===== src/rtl/mem_port_arbiter_pkg.sv =====
// Shared types and default widths for the instruction/data memory port arbiter.
package mem_arb_pkg;

   typedef enum logic [1:0] {
      ST_IDLE,
      ST_ISSUE,
      ST_WAIT
   } state_e;

   typedef enum logic {
      OWN_IF,
      OWN_DM
   } owner_e;

   localparam int unsigned ADDR_W_DEF = 32;
   localparam int unsigned DATA_W_DEF = 32;

endpackage


===== src/rtl/mem_port_arbiter_if.sv =====
// Requester (IF/DM) and memory-side bus of the memory port arbiter.
// slave: arbiter view; master: requesters plus memory view.
interface mem_port_arbiter_if
   import mem_arb_pkg::*;
#(
   parameter int unsigned ADDR_W = ADDR_W_DEF,
   parameter int unsigned DATA_W = DATA_W_DEF
);

   logic              IF_REQ;
   logic [ADDR_W-1:0] IF_ADDR;
   logic              IF_ACK;
   logic [DATA_W-1:0] IF_RDATA;

   logic              DM_REQ;
   logic              DM_WE;
   logic [ADDR_W-1:0] DM_ADDR;
   logic [DATA_W-1:0] DM_WDATA;
   logic              DM_ACK;
   logic [DATA_W-1:0] DM_RDATA;

   logic              MEM_EN;
   logic              MEM_WE;
   logic [ADDR_W-1:0] MEM_ADDR;
   logic [DATA_W-1:0] MEM_WDATA;
   logic [DATA_W-1:0] MEM_RDATA;

   modport slave (
      input  IF_REQ, IF_ADDR, DM_REQ, DM_WE, DM_ADDR, DM_WDATA, MEM_RDATA,
      output IF_ACK, IF_RDATA, DM_ACK, DM_RDATA, MEM_EN, MEM_WE, MEM_ADDR, MEM_WDATA
   );

   modport master (
      output IF_REQ, IF_ADDR, DM_REQ, DM_WE, DM_ADDR, DM_WDATA, MEM_RDATA,
      input  IF_ACK, IF_RDATA, DM_ACK, DM_RDATA, MEM_EN, MEM_WE, MEM_ADDR, MEM_WDATA
   );

endinterface


===== src/rtl/mem_port_arbiter.sv =====
// Arbitrates one single-ported memory between fetch (IF, read-only) and memory stage (DM).
// Fixed-latency sequencing: IDLE -> ISSUE -> (WAIT x MEM_LAT) -> IDLE; all outputs registered.
// Optional MEM_ARB_FAIR_EN: starvation counter forces an IF grant after STARVE_MAX DM grants.
module mem_port_arbiter
   import mem_arb_pkg::*;
#(
   parameter int unsigned ADDR_W     = ADDR_W_DEF,
   parameter int unsigned DATA_W     = DATA_W_DEF,
   parameter int unsigned MEM_LAT    = 2,
   parameter int unsigned STARVE_MAX = 4
) (
   input  logic CLOCK,
   input  logic RESET,
   input  logic ENABLE,
   input  logic FLUSH,
   output logic BUSY,
   mem_port_arbiter_if.slave bus
);

   localparam logic [3:0] LatCnt = 4'(MEM_LAT);

   if (MEM_LAT == 0 || MEM_LAT > 15 || STARVE_MAX == 0) begin : g_bad_param
      $error("mem_port_arbiter: MEM_LAT must be 1..15 and STARVE_MAX nonzero");
   end

   state_e            state_q, state_d;
   owner_e            owner_q, owner_d;
   logic [3:0]        cnt_q, cnt_d;
   logic              drop_q, drop_d;
   logic              mem_en_q, mem_en_d;
   logic              mem_we_q, mem_we_d;
   logic [ADDR_W-1:0] mem_addr_q, mem_addr_d;
   logic [DATA_W-1:0] mem_wdata_q, mem_wdata_d;
   logic              if_ack_q, if_ack_d;
   logic [DATA_W-1:0] if_rdata_q, if_rdata_d;
   logic              dm_ack_q, dm_ack_d;
   logic [DATA_W-1:0] dm_rdata_q, dm_rdata_d;
   logic              busy_q, busy_d;

   logic grant_if, grant_dm, last_wait, done, drop_now;

`ifdef MEM_ARB_FAIR_EN
   localparam int unsigned StarveW = $clog2(STARVE_MAX + 1);
   logic [StarveW-1:0] starve_q, starve_d;
`endif

   // State register plus all registered outputs
   always_ff @(posedge CLOCK) begin
      if (RESET) begin
         state_q     <= ST_IDLE;
         owner_q     <= OWN_IF;
         cnt_q       <= '0;
         drop_q      <= 1'b0;
         mem_en_q    <= 1'b0;
         mem_we_q    <= 1'b0;
         mem_addr_q  <= '0;
         mem_wdata_q <= '0;
         if_ack_q    <= 1'b0;
         if_rdata_q  <= '0;
         dm_ack_q    <= 1'b0;
         dm_rdata_q  <= '0;
         busy_q      <= 1'b0;
`ifdef MEM_ARB_FAIR_EN
         starve_q    <= '0;
`endif
      end else begin
         state_q     <= state_d;
         owner_q     <= owner_d;
         cnt_q       <= cnt_d;
         drop_q      <= drop_d;
         mem_en_q    <= mem_en_d;
         mem_we_q    <= mem_we_d;
         mem_addr_q  <= mem_addr_d;
         mem_wdata_q <= mem_wdata_d;
         if_ack_q    <= if_ack_d;
         if_rdata_q  <= if_rdata_d;
         dm_ack_q    <= dm_ack_d;
         dm_rdata_q  <= dm_rdata_d;
         busy_q      <= busy_d;
`ifdef MEM_ARB_FAIR_EN
         starve_q    <= starve_d;
`endif
      end
   end

   // Arbitration and next-state: grants only from IDLE, in-flight work ignores ENABLE
   always_comb begin
      logic if_cand;
      logic dm_cand;
      if_cand   = bus.IF_REQ & ~FLUSH;
      dm_cand   = bus.DM_REQ;
      grant_if  = 1'b0;
      grant_dm  = 1'b0;
      last_wait = (state_q == ST_WAIT) && (cnt_q == 4'd1);
      state_d   = state_q;
      owner_d   = owner_q;
      cnt_d     = cnt_q;
      drop_d    = drop_q;

      if (state_q == ST_IDLE && ENABLE) begin
`ifdef MEM_ARB_FAIR_EN
         // At the starvation limit IF overrides DM priority
         if (if_cand && dm_cand && starve_q == StarveW'(STARVE_MAX)) begin
            grant_if = 1'b1;
         end else begin
            grant_dm = dm_cand;
            grant_if = if_cand & ~dm_cand;
         end
`else
         grant_dm = dm_cand;
         grant_if = if_cand & ~dm_cand;
`endif
      end

`ifdef MEM_ARB_FAIR_EN
      starve_d = starve_q;
      if (grant_if) begin
         starve_d = '0;
      end else if (grant_dm) begin
         if (!bus.IF_REQ) begin
            starve_d = '0;
         end else if (starve_q != StarveW'(STARVE_MAX)) begin
            starve_d = starve_q + StarveW'(1);
         end
      end
`endif

      if (grant_dm) begin
         owner_d = OWN_DM;
      end else if (grant_if) begin
         owner_d = OWN_IF;
      end

      unique case (state_q)
         ST_IDLE: begin
            drop_d = 1'b0;
            if (grant_if || grant_dm) begin
               state_d = ST_ISSUE;
            end
         end
         ST_ISSUE: begin
            drop_d = drop_q | (FLUSH & (owner_q == OWN_IF));
            if (mem_we_q) begin
               state_d = ST_IDLE;
            end else begin
               state_d = ST_WAIT;
               cnt_d   = LatCnt;
            end
         end
         ST_WAIT: begin
            drop_d = drop_q | (FLUSH & (owner_q == OWN_IF));
            cnt_d  = cnt_q - 4'd1;
            if (last_wait) begin
               state_d = ST_IDLE;
            end
         end
         default: state_d = ST_IDLE;
      endcase
   end

   // Next values of the registered outputs
   always_comb begin
      // A flush in the final WAIT cycle must still suppress delivery
      drop_now    = drop_q | (FLUSH & (owner_q == OWN_IF));
      done        = ((state_q == ST_ISSUE) && mem_we_q) || last_wait;
      mem_en_d    = grant_if | grant_dm;
      mem_we_d    = grant_dm & bus.DM_WE;
      mem_addr_d  = mem_addr_q;
      mem_wdata_d = mem_wdata_q;
      if (grant_dm) begin
         mem_addr_d  = bus.DM_ADDR;
         mem_wdata_d = bus.DM_WDATA;
      end else if (grant_if) begin
         mem_addr_d  = bus.IF_ADDR;
      end
      if_ack_d   = done && (owner_q == OWN_IF) && !drop_now;
      dm_ack_d   = done && (owner_q == OWN_DM);
      if_rdata_d = (last_wait && owner_q == OWN_IF && !drop_now) ? bus.MEM_RDATA : if_rdata_q;
      dm_rdata_d = (last_wait && owner_q == OWN_DM) ? bus.MEM_RDATA : dm_rdata_q;
      busy_d     = (state_d != ST_IDLE);
   end

   assign BUSY          = busy_q;
   assign bus.MEM_EN    = mem_en_q;
   assign bus.MEM_WE    = mem_we_q;
   assign bus.MEM_ADDR  = mem_addr_q;
   assign bus.MEM_WDATA = mem_wdata_q;
   assign bus.IF_ACK    = if_ack_q;
   assign bus.IF_RDATA  = if_rdata_q;
   assign bus.DM_ACK    = dm_ack_q;
   assign bus.DM_RDATA  = dm_rdata_q;

endmodule


===== src/flat_wrapper.sv =====
// flat-port wrapper written by rule: the top's interface ports become plain ports
module mem_port_arbiter_flat import mem_arb_pkg::*;
#(
   parameter int unsigned ADDR_W     = ADDR_W_DEF,
   parameter int unsigned DATA_W     = DATA_W_DEF,
   parameter int unsigned MEM_LAT    = 2,
   parameter int unsigned STARVE_MAX = 4
)
  (CLOCK, RESET, ENABLE, FLUSH, BUSY, bus_IF_REQ, bus_IF_ADDR, bus_DM_REQ, bus_DM_WE, bus_DM_ADDR, bus_DM_WDATA, bus_MEM_RDATA, bus_IF_ACK, bus_IF_RDATA, bus_DM_ACK, bus_DM_RDATA, bus_MEM_EN, bus_MEM_WE, bus_MEM_ADDR, bus_MEM_WDATA);
  mem_port_arbiter_if #(.ADDR_W(ADDR_W), .DATA_W(DATA_W)) bus_i ();
  input  logic CLOCK;
  input  logic RESET;
  input  logic ENABLE;
  input  logic FLUSH;
  output logic BUSY;
  input wire logic [$bits(bus_i.IF_REQ)-1:0] bus_IF_REQ;
  input wire logic [$bits(bus_i.IF_ADDR)-1:0] bus_IF_ADDR;
  input wire logic [$bits(bus_i.DM_REQ)-1:0] bus_DM_REQ;
  input wire logic [$bits(bus_i.DM_WE)-1:0] bus_DM_WE;
  input wire logic [$bits(bus_i.DM_ADDR)-1:0] bus_DM_ADDR;
  input wire logic [$bits(bus_i.DM_WDATA)-1:0] bus_DM_WDATA;
  input wire logic [$bits(bus_i.MEM_RDATA)-1:0] bus_MEM_RDATA;
  output wire logic [$bits(bus_i.IF_ACK)-1:0] bus_IF_ACK;
  output wire logic [$bits(bus_i.IF_RDATA)-1:0] bus_IF_RDATA;
  output wire logic [$bits(bus_i.DM_ACK)-1:0] bus_DM_ACK;
  output wire logic [$bits(bus_i.DM_RDATA)-1:0] bus_DM_RDATA;
  output wire logic [$bits(bus_i.MEM_EN)-1:0] bus_MEM_EN;
  output wire logic [$bits(bus_i.MEM_WE)-1:0] bus_MEM_WE;
  output wire logic [$bits(bus_i.MEM_ADDR)-1:0] bus_MEM_ADDR;
  output wire logic [$bits(bus_i.MEM_WDATA)-1:0] bus_MEM_WDATA;
  assign bus_i.IF_REQ = bus_IF_REQ;
  assign bus_i.IF_ADDR = bus_IF_ADDR;
  assign bus_i.DM_REQ = bus_DM_REQ;
  assign bus_i.DM_WE = bus_DM_WE;
  assign bus_i.DM_ADDR = bus_DM_ADDR;
  assign bus_i.DM_WDATA = bus_DM_WDATA;
  assign bus_i.MEM_RDATA = bus_MEM_RDATA;
  assign bus_IF_ACK = bus_i.IF_ACK;
  assign bus_IF_RDATA = bus_i.IF_RDATA;
  assign bus_DM_ACK = bus_i.DM_ACK;
  assign bus_DM_RDATA = bus_i.DM_RDATA;
  assign bus_MEM_EN = bus_i.MEM_EN;
  assign bus_MEM_WE = bus_i.MEM_WE;
  assign bus_MEM_ADDR = bus_i.MEM_ADDR;
  assign bus_MEM_WDATA = bus_i.MEM_WDATA;
  mem_port_arbiter #(.ADDR_W(ADDR_W), .DATA_W(DATA_W), .MEM_LAT(MEM_LAT), .STARVE_MAX(STARVE_MAX)) u_core (.CLOCK(CLOCK), .RESET(RESET), .ENABLE(ENABLE), .FLUSH(FLUSH), .BUSY(BUSY), .bus(bus_i));
endmodule

===== config.mk =====
export PLATFORM = sky130hd
export DESIGN_NAME = mem_port_arbiter_flat
export DESIGN_NICKNAME = d
export VERILOG_FILES = /design/src/rtl/mem_port_arbiter_pkg.sv /design/src/rtl/mem_port_arbiter_if.sv /design/src/rtl/mem_port_arbiter.sv /design/src/flat_wrapper.sv
export SDC_FILE = /design/constraint.sdc
export NUM_CORES = 1
export LEC_CHECK = 0
export ABC_AREA = 0
export CAP_MARGIN = 20
export CORE_MARGIN = 1.5
export CORE_UTILIZATION = 43
export DETAILED_ROUTE_END_ITERATION = 7
export GPL_TIMING_DRIVEN = 0
export PLACE_DENSITY = 0.85
export SLEW_MARGIN = 20
export SYNTH_ARGS = -nofsm -noshare
export SYNTH_HDL_FRONTEND = slang
export SYNTH_SLANG_ARGS = --single-unit
export TNS_END_PERCENT = 30

===== constraint.sdc =====
create_clock -name CLOCK -period 2.75 [get_ports CLOCK]
set_input_delay 0.825 -clock CLOCK [delete_from_list [all_inputs] [get_ports CLOCK]]
set_output_delay 0.825 -clock CLOCK [all_outputs]
set_load 0.05 [all_outputs]

==> impl_summary.txt, run 1 <==
----------------------------------------------------
[Routing]
  Average wire length per cell after detail routing ... 14.8 um
  Number of optimization iterations in the first detailed-route pass ... 4
  Wire length after detailed routing ... 16800 um
  Via total after detailed routing ... 5536
  DRT antenna net count ... 0
  Total DRC errors in the routed layout ... 0
  Detailed Route Iter0 Violations ... 249
  DR vias/cell ... 4.88

[Finish]
  Register Area ... 0.00282 sq mm
  Commonest non-fill, non-tap cell in the layout ... clkdlybuf4s50_1
  Share of post-route cells with drive strength above 1 ... 0.0580
  Synthesis-to-layout area growth ... 65.2%
  Antenna diode instance count ... 0
  Most used cells in the layout excluding fill and tap cells ... clkdlybuf4s50_1 (267), nand2_1 (261), dfxtp_1 (141)
  Fillers ... 987
  Post-layout net count ... 1096
  Area taken by multi-input logic gates ... 0.00224 sq mm

[Clocking]
  Num CTS Buffers ... 17
  Maximum number of buffers from clock root to sink ... 2
  Clock root buffer ... clkbuf_16
  # Post-CTS Setup Buffers ... 0
  TritonCTS Sinks ... 141
  Total of cells resized after clock tree synthesis ... 0
  Clock tree from TritonCTS ... done
  Maximum level of the CTS H-tree ... 4
  Clock edge transition at the registers on the reported setup and hold paths ... 0.06 ns
  Later-pin clock latency in the skew report ... 0.41 ns
  Post-cts hold buffer count ... 0

[Worst setup path]
  Largest fanout of any net on the critical path ... 2
  Worst r2r src ... u_core.state_q[0]
  Standard cell with the maximum stage delay on the critical path ... clkdlybuf4s50_1
  Critical path, cell by cell ... clkdlybuf4s50_1
  Startpoint type of the worst setup path ... register
  Crit path kind ... register to primary output
  Bufs and invs on worst path ... 1
  Reg2Reg Capture Point ... u_core.bus.MEM_ADDR[28]
  Reg2Reg Setup Slack ... 0.79 ns
  CP Data Arrival Time ... 1.62 ns
  Register-to-Register Path Depth ... 7
  Slowest Stage Delay on Critical Path ... 0.85 ns
  Required @ worst endpoint ... 1.93 ns
  Category of the worst setup path capture point ... primary output
  Delay-heaviest family, CP ... buffers and inverters

[STA]
  Clock Skew ... 0.0103 ns
  Unrepaired setup endpoints after global routing ... false
  Worst relative slew slack ... 0.590
  Fin crit period ... 2.44 ns
  Worst slew pin tran ... 0.615 ns
  Final TNS setup ... 0 ns
  Final-report setup violation count ... 0
  Final period utilization ... 0.887
  Fmax achieved ... 410 MHz
  Number of hold violations in the final report ... 0
  Max-slew violation count ... 0

[Job]
  Maximum capacitance violations ... 0

[Floorplanning]
  Total Die Area ... 0.0130 sq mm
  Horizontal extent of the die ... 114 um
  Top-level I/O count ... 268
  Initial cell density of the core ... 0.441
  Floorplan row count ... 40
  Die Ht ... 114 um
  Total core area ... 0.0121 sq mm

[Global route]
  Wire length of the first global-routing pass ... 26300 um
  Overall overflow remaining after global route ... 0
  Largest net degree at the start of global routing ... 17
  Via count of the first global-routing pass ... 5266
  Antenna violations before repair ... 0
  Overall track demand over capacity in global routing ... 0.260

[Logic synthesis]
  Fraction of the yosys area taken by sequential cells ... 0.531
  Warnings from Yosys ... 0
  Flip-flop and latch count after synthesis ... 141
  Distinct cell type count after synthesis ... 30
  Mapped cell area ... 0.00532 sq mm
  Mean cell area of the mapped netlist ... 7.95 sq um
  Synthesized netlist net count ... 810
  Synthesized instance count ... 669

[Placement]
  Port Buf Inserts ... 267
  HPWL after detailed placement ... 12700 um
  GP Congestion ... 0.861

[Power]
  Peak supply drop ... 0.360 mV
  Total Power Consumption ... 0.00563 W
  Ratio of total power to cell area ... 641 mW/mm^2
  Leak ... 3.13 nW

[Min path]
  Min-delay src ... u_core.bus.DM_RDATA[13]
  Worst hold path class ... register to register
  Endpoint with the worst hold slack ... u_core.bus.DM_RDATA[13]
  Worst Hold Depth ... 2

[Outcome]
  Outcome ... completed

----------------------------------------------------
cell families (layout without fill, tap and decap cells):
kind of cell,count (synthesis),count (layout),share of synthesized area
AO/OA/AOI/OAI,143,143,0.159
adder cells (fa/ha/maj),6,6,0.0141
buffers and inverters,55,352,0.0480
flip-flops,141,141,0.531
AND/OR/NAND/NOR,324,324,0.248
how the worst max path moves through the flow:
stage / from / to / slack, ns / cells after the start
2_1_floorplan: FLUSH / u_core.bus.IF_RDATA[13] / 0.94 / 5
3_3_place_gp: FLUSH / u_core.bus.MEM_ADDR[27] / 0.16 / 6
3_5_place_dp: FLUSH / u_core.bus.MEM_ADDR[28] / 0.14 / 6
4_1_cts: u_core.bus.MEM_WDATA[4] / bus_MEM_WDATA[4] / 0.29 / 1
5_1_grt: u_core.bus.IF_RDATA[0] / bus_IF_RDATA[0] / 0.27 / 1
6_report: u_core.bus.MEM_WDATA[4] / bus_MEM_WDATA[4] / 0.31 / 1
registers in the layout, indices dropped and copies added (netlist names):
register and flops:
u_core.owner_q 1, u_core.bus.MEM_ADDR 32, u_core.state_q 2, u_core.cnt_q 4
u_core.bus.DM_RDATA 32, u_core.bus.MEM_WE 1, u_core.bus.MEM_EN 1, u_core.drop_q 1
u_core.bus.MEM_WDATA 32, u_core.bus.IF_RDATA 32, u_core.bus.DM_ACK 1, u_core.bus.IF_ACK 1
u_core.BUSY 1
metrics by stage:
stage	cells	util	cell area, sq um	hold WS [ns]	setup slack, ns
after floorplan	669	-	5320	0.457	0.941
after global routing	1134	0.729	8790	0.472	0.266
after CTS	1134	0.729	8790	0.453	0.285
after global placement	1104	0.680	8200	0.441	0.161
final	1134	0.729	8790	0.450	0.309
after detailed placement	1104	0.680	8200	0.446	0.141
synthesized netlist by cell type:
master     number  area [sq um]
nand2_1       261           980
dfxtp_1       141          2820
a21oi_1       105           526
nor2_1         37           139
a311oi_1       33           289
clkbuf_1       22          82.6
buf_2          18          90.1
buf_1           6          22.5
ha_1            6          75.1
inv_1           5          18.8
nor2b_1         4          25.0
and2_1          3          18.8
buf_6           3          33.8
nand2b_1        3          18.8
nor3_1          3          15.0
o21ai_0         3          15.0
nand3_1         2          10.0
nand4b_1        2          17.5
a211oi_1        1          7.51
a221oi_1        1          8.76
and4bb_1        1          12.5
buf_4           1          7.51
nand4bb_4       1          27.5
nor2_2          1          6.26
nor3b_1         1          7.51
nor4_2          1          12.5
nor4b_1         1          8.76
or2_2           1          6.26
or3b_2          1          8.76
or4_1           1          7.51
cell type report:
type	count	share of cell area
clock inverter	11	0.0164
tap	168	0.0239
buffer	50	0.0269
clock buffer	19	0.0504
sequential	141	0.321
multi-input combinational	473	0.255
inverter	5	0.00214
timing repair buffer	267	0.304
layer usage:
layer / vias up / part of all wire / GRT usage
met5: - / 0 / 0
met4: 0 / 0.020 / 0.0850
met3: 26 / 0.087 / 0.112
met2: 189 / 0.50 / 0.449
met1: 2529 / 0.39 / 0.288
li1: 2792 / - / -
report_power, final:
part	leakage (nW)	total (W)	switching [W]	internal (W)
clock network	0.289	0.00229	0.000854	0.00144
logic	1.70	0.00113	0.000679	0.000453
registers	1.15	0.00221	0.0000596	0.00215
Note: power is estimated with default switching activity, not from simulation.
==> run 2: changes to the inputs <==
--- a/config.mk
+++ b/config.mk
@@ -6,8 +6,7 @@
 export NUM_CORES = 1
 export LEC_CHECK = 0
 export ABC_AREA = 0
-export CAP_MARGIN = 20
-export CORE_MARGIN = 1.5
+export CAP_MARGIN = 10
 export CORE_UTILIZATION = 43
 export DETAILED_ROUTE_END_ITERATION = 7
 export GPL_TIMING_DRIVEN = 0
==> constraint.sdc (replaced) <==
create_clock -name CLOCK -period 2.75 [get_ports CLOCK]
set_input_delay 0.55 -clock CLOCK [delete_from_list [all_inputs] [get_ports CLOCK]]
set_output_delay 0.55 -clock CLOCK [all_outputs]
set_load 0.05 [all_outputs]
==> impl_summary.txt, run 2 (synthesis gave the netlist of run 1 again) <==
----------------------------------------------------
[Outcome]
  Outcome ... completed

[Min path]
  Worst Hold Depth ... 2 (unchanged)
  Min-delay src ... u_core.bus.MEM_WDATA[29]
  Endpoint with the worst hold slack ... u_core.bus.MEM_WDATA[29]
  Worst hold path class ... register to register

[Clocking]
  Maximum level of the CTS H-tree ... 4 (unchanged)
  Later-pin clock latency in the skew report ... 0.42 ns (about the same)
  Clock edge transition at the registers on the reported setup and hold paths ... 0.06 ns (about the same)
  Num CTS Buffers ... 17 (unchanged)
  Total of cells resized after clock tree synthesis ... 0 (unchanged)
  # Post-CTS Setup Buffers ... 0 (unchanged)
  Post-cts hold buffer count ... 0 (unchanged)
  Maximum number of buffers from clock root to sink ... 2 (unchanged)
  TritonCTS Sinks ... 141 (unchanged)
  Clock tree from TritonCTS ... done
  Clock root buffer ... clkbuf_16

[Power]
  Peak supply drop ... 0.482 mV (+34%)
  Combinational power share ... 0.203 (+0.002)
  Proportion of power drawn by flip-flops and latches ... 0.394 (+0.002)
  Ratio of total power to cell area ... 642 mW/mm^2 (+0.12%)
  Leak ... 3.12 nW (-0.29%)
  P_int ... 0.00404 W (-0.13%)
  Switching share of power ... 0.281 (-0.00163)
  Clock network fraction of design power ... 0.403 (-0.004)
  Switching pwr ... 0.00158 W (-0.93%)
  Total Power Consumption ... 0.00561 W (-0.35%)

[STA]
  Number of hold violations in the final report ... 0 (unchanged)
  Fin crit period ... 2.19 ns (-0.251 ns)
  Final period utilization ... 0.796 (-0.0914)
  Unrepaired setup endpoints after global routing ... false
  Max-slew violation count ... 0 (unchanged)
  Fmax achieved ... 457 MHz (+11%)
  Worst slew pin tran ... 0.607 ns (-0.00754 ns)
  Final-report setup violation count ... 0 (unchanged)
  Final TNS setup ... 0 ns (unchanged)
  Clock Skew ... 0.00563 ns (-0.00462 ns)
  Worst relative slew slack ... 0.595 (+0.00502)
  Smallest setup slack after layout ... 0.561 ns (+0.251 ns)

[Global route]
  Wire length of the first global-routing pass ... 26900 um (+2.4%)
  Via count of the first global-routing pass ... 5547 (+5.3%)
  Overall track demand over capacity in global routing ... 0.271 (+0.0109)
  Antenna violations before repair ... 0 (unchanged)
  Largest net degree at the start of global routing ... 17 (unchanged)
  Overall overflow remaining after global route ... 0 (unchanged)

[Finish]
  Post-layout net count ... 1096 (unchanged)
  Utilization after layout ... 0.728 (about the same)
  Antenna diode instance count ... 0 (unchanged)
  Synthesis-to-layout area growth ... 64.4%
  Most used cells in the layout excluding fill and tap cells ... clkdlybuf4s50_1 (267), nand2_1 (261), dfxtp_1 (141)
  Post-Layout Cell Count ... 1113 (-1.9%)
  Commonest non-fill, non-tap cell in the layout ... clkdlybuf4s50_1
  Share of post-route cells with drive strength above 1 ... 0.0549 (-0.00311)

[Worst setup path]
  Largest fanout of any net on the critical path ... 4 (+2)
  Startpoint type of the worst setup path ... register
  Required @ worst endpoint ... 2.20 ns (+0.27 ns)
  Crit path kind ... register to primary output
  Slowest Stage Delay on Critical Path ... 0.85 ns (about the same)
  Worst r2r src ... u_core.state_q[0]
  Bufs and invs on worst path ... 1 (unchanged)
  Register-to-Register Path Depth ... 8 (+1)
  Reg2Reg Capture Point ... u_core.bus.DM_RDATA[9]
  Standard cell with the maximum stage delay on the critical path ... clkdlybuf4s50_1
  CP Data Arrival Time ... 1.64 ns (+0.02 ns)
  Category of the worst setup path capture point ... primary output
  Critical path, cell by cell ... clkdlybuf4s50_1
  Reg2Reg Setup Slack ... 0.76 ns (-0.03 ns)
  Delay-heaviest family, CP ... buffers and inverters

[Placement]
  GP Congestion ... 0.823 (-4.4%)
  Post-placement worst setup slack ... 0.402 ns (+0.261 ns)
  Number of cells after detailed placement ... 1083 (-1.9%)
  Port Buf Inserts ... 267 (unchanged)
  HPWL after detailed placement ... 12600 um (-1.1%)

[Floorplanning]
  Initial cell density of the core ... 0.443 (+0.00184)
  Floorplan row count ... 40 (unchanged)
  Horizontal extent of the die ... 113 um (-0.88%)
  Total Die Area ... 0.0128 sq mm (-1.7%)
  Top-level I/O count ... 268 (unchanged)
  Die Ht ... 113 um (-0.88%)
  Total core area ... 0.0120 sq mm (-0.42%)

[Routing]
  Total DRC errors in the routed layout ... 0 (unchanged)
  Detailed Route Iter0 Violations ... 286 (+15%)
  Average wire length per cell after detail routing ... 15.5 um (+4.7%)
  Via total after detailed routing ... 5632 (+1.7%)
  Wire length after detailed routing ... 17300 um (+2.8%)
  Number of optimization iterations in the first detailed-route pass ... 4 (unchanged)
  DRT antenna net count ... 0 (unchanged)
  DR vias/cell ... 5.06 (+3.7%)

[Job]
  Maximum capacitance violations ... 0 (unchanged)

----------------------------------------------------
run 2: final cells by class:
| type | count | area [sq um] |
|---|---|---|
| plain buffers | 50 | 236 |
| multi-input cells | 473 | 2240 |
| clock buffers | 22 | 454 |
| well taps | 147 | 184 |
| inverters | 5 | 18.8 |
| fillers | 932 | 3260 |
| clock inverters | 8 | 118 |
| flip-flops and latches | 141 | 2820 |
| repair buffers | 267 | 2670 |
run 2: through the flow:
step	area [sq um]	hold slack, ns
2_1_floorplan	5320	0.457
3_3_place_gp	8180	0.441
3_5_place_dp	8180	0.446
4_1_cts	8750	0.453
5_1_grt	8750	0.466
6_report	8750	0.450
run 2: routing by layer:
layer,share of wire,GRT usage,up-vias,wire length [um]
met1,0.38,0.285,2584,6640
met5,0,0,-,0
met2,0.50,0.484,217,8710
met4,0.034,0.123,0,583
met3,0.079,0.0959,44,1370
li1,-,-,2787,-
run 2: worst max path at each step:
stage                                  from                      end  slack (ns)  cells past startpoint
after floorplan           u_core.state_q[0]  u_core.bus.IF_RDATA[13]        1.05                      9
after global placement                FLUSH  u_core.bus.MEM_ADDR[29]        0.44                      6
after detailed placement              FLUSH  u_core.bus.MEM_ADDR[30]        0.40                      6
after CTS                 u_core.bus.MEM_WE               bus_MEM_WE        0.54                      1
after global routing      u_core.bus.MEM_WE               bus_MEM_WE        0.51                      1
final                     u_core.bus.MEM_WE               bus_MEM_WE        0.56                      1
run 2: power groups by stage:
stage / logic, W / registers [W] / clock network (W)
floorplan: 0.000321 / 0.00257 / 0
global route: 0.00121 / 0.00222 / 0.00238
finish: 0.00114 / 0.00221 / 0.00226
detailed placement: 0.00113 / 0.00225 / 0
CTS: 0.00114 / 0.00221 / 0.00228
global placement: 0.00112 / 0.00225 / 0
==> variant 1: new RTL, settings of run 2 <==
Add a define of `MEM_ARB_FAIR_EN`.
--- a/src/rtl/mem_port_arbiter.sv
+++ b/src/rtl/mem_port_arbiter.sv
@@ -2,4 +2,6 @@
 // Fixed-latency sequencing: IDLE -> ISSUE -> (WAIT x MEM_LAT) -> IDLE; all outputs registered.
 // Optional MEM_ARB_FAIR_EN: starvation counter forces an IF grant after STARVE_MAX DM grants.
+`define MEM_ARB_FAIR_EN
+
 module mem_port_arbiter
    import mem_arb_pkg::*;
Check against the original RTL: not equivalent (Yosys sat finds a counterexample within 10 cycles, from zero or initial values and one cycle with RESET high).
==> variant 1 against run 2 <==
Sequential cell count increased by 3; non-clock buffer count decreased by 6; via count decreased by 3.5%; worst setup slack improved by 18 ps; count of clock-buffer cells in the layout decreased by 3; synthesized area increased by 0.40%; wire length decreased by 8.4%; total power decreased by 3.2%; final area increased by 1.1%; die area increased by 0.40%; clock skew increased by 5.0 ps; sequential power about the same; utilization increased by 0.50 points; register-to-register slack improved by 40 ps; critical endpoint unchanged.
==> variant 1: results (changes against run 2) <==
DR iter-0 viols: 416 (was 286)
Layout cells sized above 1: 6.18% (was 5.49%)
Crit path arrival time: 1620 ps (was 1640 ps)
Synth Area in Compound Gates: 18.2% (was 15.9%)
Final nets: 1052 (was 1096)
Fill cells: 914 (was 932)
Wl on met1: 6540 µm (was 6640 µm)
Worst Min Path Start: u_core.bus.IF_RDATA[12]$_SDFFE_PP0P_ (was u_core.bus.MEM_WDATA[29]$_SDFFE_PP0P_)
Skew final: 10.7 ps (was 5.63 ps)
Vias in the first global route: 5031 (was 5547)
Met3 WL post-DR: 1230 µm (was 1370 µm)
RR Startpoint: u_core.state_q[1]$_SDFF_PP0_ (was u_core.state_q[0]$_SDFF_PP0_)
Layout clock area frac: 7.02% (was 6.54%)
Synth area leaders: dfxtp_1 (54%), nand2_1 (14%), a21oi_1 (9.7%) (was dfxtp_1 (53%), nand2_1 (18%), a21oi_1 (9.9%))
Leakage: 0.00319 µW (was 0.00312 µW)
Crit Path Max Fanout: 3 (was 4)
Seq/Total Area, Yosys: 54.0% (was 53.1%)
Layout inverter count without the clock tree: 7 (was 5)
GRT Total Usage: 24.6% (was 27.1%)
NonClk Buf Share: 32.5% (was 33.3%)
Reg area: 2880 µm² (was 2820 µm²)
DRT Pass-1 Iters: 5 (was 4)
Run status: completed (unchanged)
Register-to-Register Setup Slack: 800 ps (was 760 ps)
Hold path endpoint: u_core.bus.IF_RDATA[12]$_SDFFE_PP0P_ (was u_core.bus.MEM_WDATA[29]$_SDFFE_PP0P_)
First-pass GRT wire length: 24800 µm (was 26900 µm)
==> variant 1: through the flow <==
| step | util (%) | cells | worst slack (ps) | instance area (µm²) | total power [µW] |
|---|---|---|---|---|---|
| after global placement | 68.2 | 1058 | 193 | 8220 | 3070 |
| final | 73.3 | 1090 | 579 | 8840 | 5430 |
| after global routing | 73.3 | 1090 | 470 | 8840 | 5630 |
| after CTS | 73.3 | 1090 | 540 | 8840 | 5470 |
| after floorplan | - | 623 | 1040 | 5340 | 2680 |
| after detailed placement | 68.2 | 1058 | 136 | 8220 | 3080 |
==> variant 1: per-layer routing <==
layer | vias to the layer above | global-route usage, %
met3 | 27 | 7.12
met5 | - | 0
met1 | 2483 | 28.3
li1 | 2686 | -
met4 | 0 | 9.82
met2 | 240 | 43.1
==> variant 1: kinds of logic after synthesis <==
family | count (synthesis)
adders and majority gates | 8
AOI/OAI and AO/OA | 152
DFF | 144
muxes | 1
buffers and inverters | 51
and+or+nand+nor | 267
==> variant 2: new RTL, settings of run 2 <==
Made on the original files. Encoding of `state_e`: now one-hot (3 bits for 3 states).
--- a/src/rtl/mem_port_arbiter_pkg.sv
+++ b/src/rtl/mem_port_arbiter_pkg.sv
@@ -2,8 +2,8 @@
 package mem_arb_pkg;
 
-   typedef enum logic [1:0] {
-      ST_IDLE,
-      ST_ISSUE,
-      ST_WAIT
+   typedef enum logic [2:0] {
+      ST_IDLE  = 3'b001,
+      ST_ISSUE = 3'b010,
+      ST_WAIT  = 3'b100
    } state_e;
 
Formal check against the unedited RTL: no difference found for any inputs over 10 cycles, from zero or initial values and one cycle with RESET high; not proved beyond that.
==> variant 2 against run 2 <==
Sequential cell count rose by 1; synthesized area rose by 4.1%; synthesized cell count decreased by 0.30%; non-clock buffer count up 1; via count is 0.64% lower; worst setup slack got worse by 29 ps; register-to-register slack gained 230 ps; combinational power shrank 25%; clock skew hardly changed; total power is 5.0% lower; wire length up 1.2%; final area up 3.0%; highest routed layer unchanged.
==> variant 2: results (changes against run 2) <==
Run status: completed (unchanged)
Vias in the first global route: 5288 (was 5547)
GRT Total Usage: 26.1% (was 27.1%)
Met2 usage: 44.4% (was 48.4%)
Layout cells sized above 1: 11.8% (was 5.49%)
Synth area leaders: dfxtp_1 (51%), nand2_1 (16%), a21oi_1 (10%) (was dfxtp_1 (53%), nand2_1 (18%), a21oi_1 (9.9%))
Mux share of post-synthesis cell area: 0% (unchanged)
Clk root buf: clkbuf_16 (unchanged)
VDD IR max: 0.000501 V (was 0.000482 V)
# port buffers: 266 (was 267)
Logic gate share of total power: 16.0% (was 20.3%)
Hold Path Class: register to register (unchanged)
DRT Pass-1 Iters: 4 (unchanged)
Synth cell count leaders: nand2_1 (231), dfxtp_1 (142), a21oi_1 (116), nor2_1 (38), a211oi_2 (29) (was nand2_1 (261), dfxtp_1 (141), a21oi_1 (105), nor2_1 (37), a311oi_1 (33))
Gpl congestion: 0.824 (was 0.823)
Crit path arrival time: 1670 ps (was 1640 ps)
Fill cells: 966 (was 932)
Crit-path max cell delay: 870 ps (was 850 ps)
DR iter-0 viols: 234 (was 286)
Skew final: 5.97 ps (was 5.63 ps)
Crit Path Max Fanout: 4 (unchanged)
Largest net degree at the start of global routing: 17 (unchanged)
GRT met1 Usage: 29.1% (was 28.5%)
Xor and xnor fraction of the mapped netlist area: 0.158% (was 0%)
Synth top area share: 51.3% (was 53.1%)
Hold Worst Slack: 451 ps (was 450 ps)
Syn Nets: 804 (was 810)
Drt wl/cell: 15.4 µm (was 15.5 µm)
Slowest stage cell, crit path: clkdlybuf4s50_1 (unchanged)
Synth Area in Compound Gates: 21.4% (was 15.9%)
Post-CTS Setup Bufs: 0 (unchanged)
Fin crit share: 80.7% (was 79.6%)
H-tree Lvls: 4 (unchanged)
Ys flop type: dfxtp_1 (unchanged)
Max transition margin: 50.3% (was 59.5%)
FFs w/ async S/R, synth: 0% (unchanged)
Post-synthesis adder-cell area fraction: 0.452% (was 1.41%)
DPL Wire Length: 13100 µm (was 12600 µm)
Later-pin clock latency in the skew report: 410 ps
Register-to-Register Setup Slack: 990 ps (was 760 ps)
Reg clk slew, reported paths: 60 ps (about the same)
Met3 Use GR: 8.89% (was 9.59%)
Final nets: 1089 (was 1096)
Synth warn: 0 (unchanged)
Post-synth cell types: 29 (was 30)
Int Power: 3970 µW (was 4040 µW)
First-pass GRT wire length: 26400 µm (was 26900 µm)
Vias: 5596 (was 5632)
Leakage: 0.00315 µW (was 0.00312 µW)
Seq/Total Area, Yosys: 51.3% (was 53.1%)
CTS tree: yes (unchanged)
## variant 2: cell count changes in the layout (fill, tap and decap cells not counted), moves of 4 or more
cell / before / now
a21oi_1: 105 / 116
a21oi_2: 0 / 20
ha_1: 6 / 2
a211oi_1: 1 / 5
nand2_1: 261 / 231
a311oi_1: 33 / 0
clkbuf_1: 26 / 21
buf_1: 6 / 2
a211oi_2: 0 / 29
buf_2: 18 / 22
## variant 2: logic make-up (layout without fill, tap and decap cells)
family	Yosys count	in the layout
compound gates	173	173
xor+xnor	1	1
buf+inv	56	353
simple gates	293	293
fa+ha+maj	2	2
flops	142	142
## variant 2: worst paths after layout
check / cells after the start / endpoint / from
min reg2reg: 2 / u_core.bus.MEM_WDATA[6]$_SDFFE_PP0N_ / u_core.bus.MEM_WDATA[6]$_SDFFE_PP0N_
min: 2 / u_core.bus.MEM_WDATA[6]$_SDFFE_PP0N_ / u_core.bus.MEM_WDATA[6]$_SDFFE_PP0N_
max reg2reg: 6 / u_core.bus.DM_RDATA[27]$_SDFFE_PP0P_ / u_core.state_q[2]$_SDFF_PP0_
max: 1 / bus_MEM_WE / u_core.bus.MEM_WE$_SDFF_PP0_
## variant 2: stage by stage
stage	area (µm²)	total power, µW	worst slack, ps	cells	util, %
detailed placement	8420	3070	508	1105	67.0
global route	9010	5510	465	1136	71.7
CTS	9010	5370	510	1136	71.7
global placement	8420	3060	574	1105	67.0
floorplan	5540	2670	1180	667	-
finish	9010	5330	532	1136	71.7
## variant 2: metal layers
layer	share of wire [%]	up-vias
li1	-	2776
met1	39	2587
met2	49	193
met3	8.3	40
met4	3.3	0
met5	0	-
## variant 2: layout make-up
class | instances | share of cell area, %
plain buffers | 52 | 3.10
clock buffers | 21 | 5.11
clock inverters | 10 | 1.54
inverters | 4 | 0.167
multi-input cells | 469 | 26.6
flip-flops and latches | 142 | 31.5
well taps | 172 | 2.39
repair buffers | 266 | 29.5
## variant 2: power by group through the flow
stage          clock network [µW]  registers, µW  logic [µW]
5_1_grt                      2430           2170         902
2_1_floorplan                   0           2440         231
3_5_place_dp                    0           2210         856
3_3_place_gp                    0           2210         848
4_1_cts                      2350           2170         860
6_report                     2310           2170         856
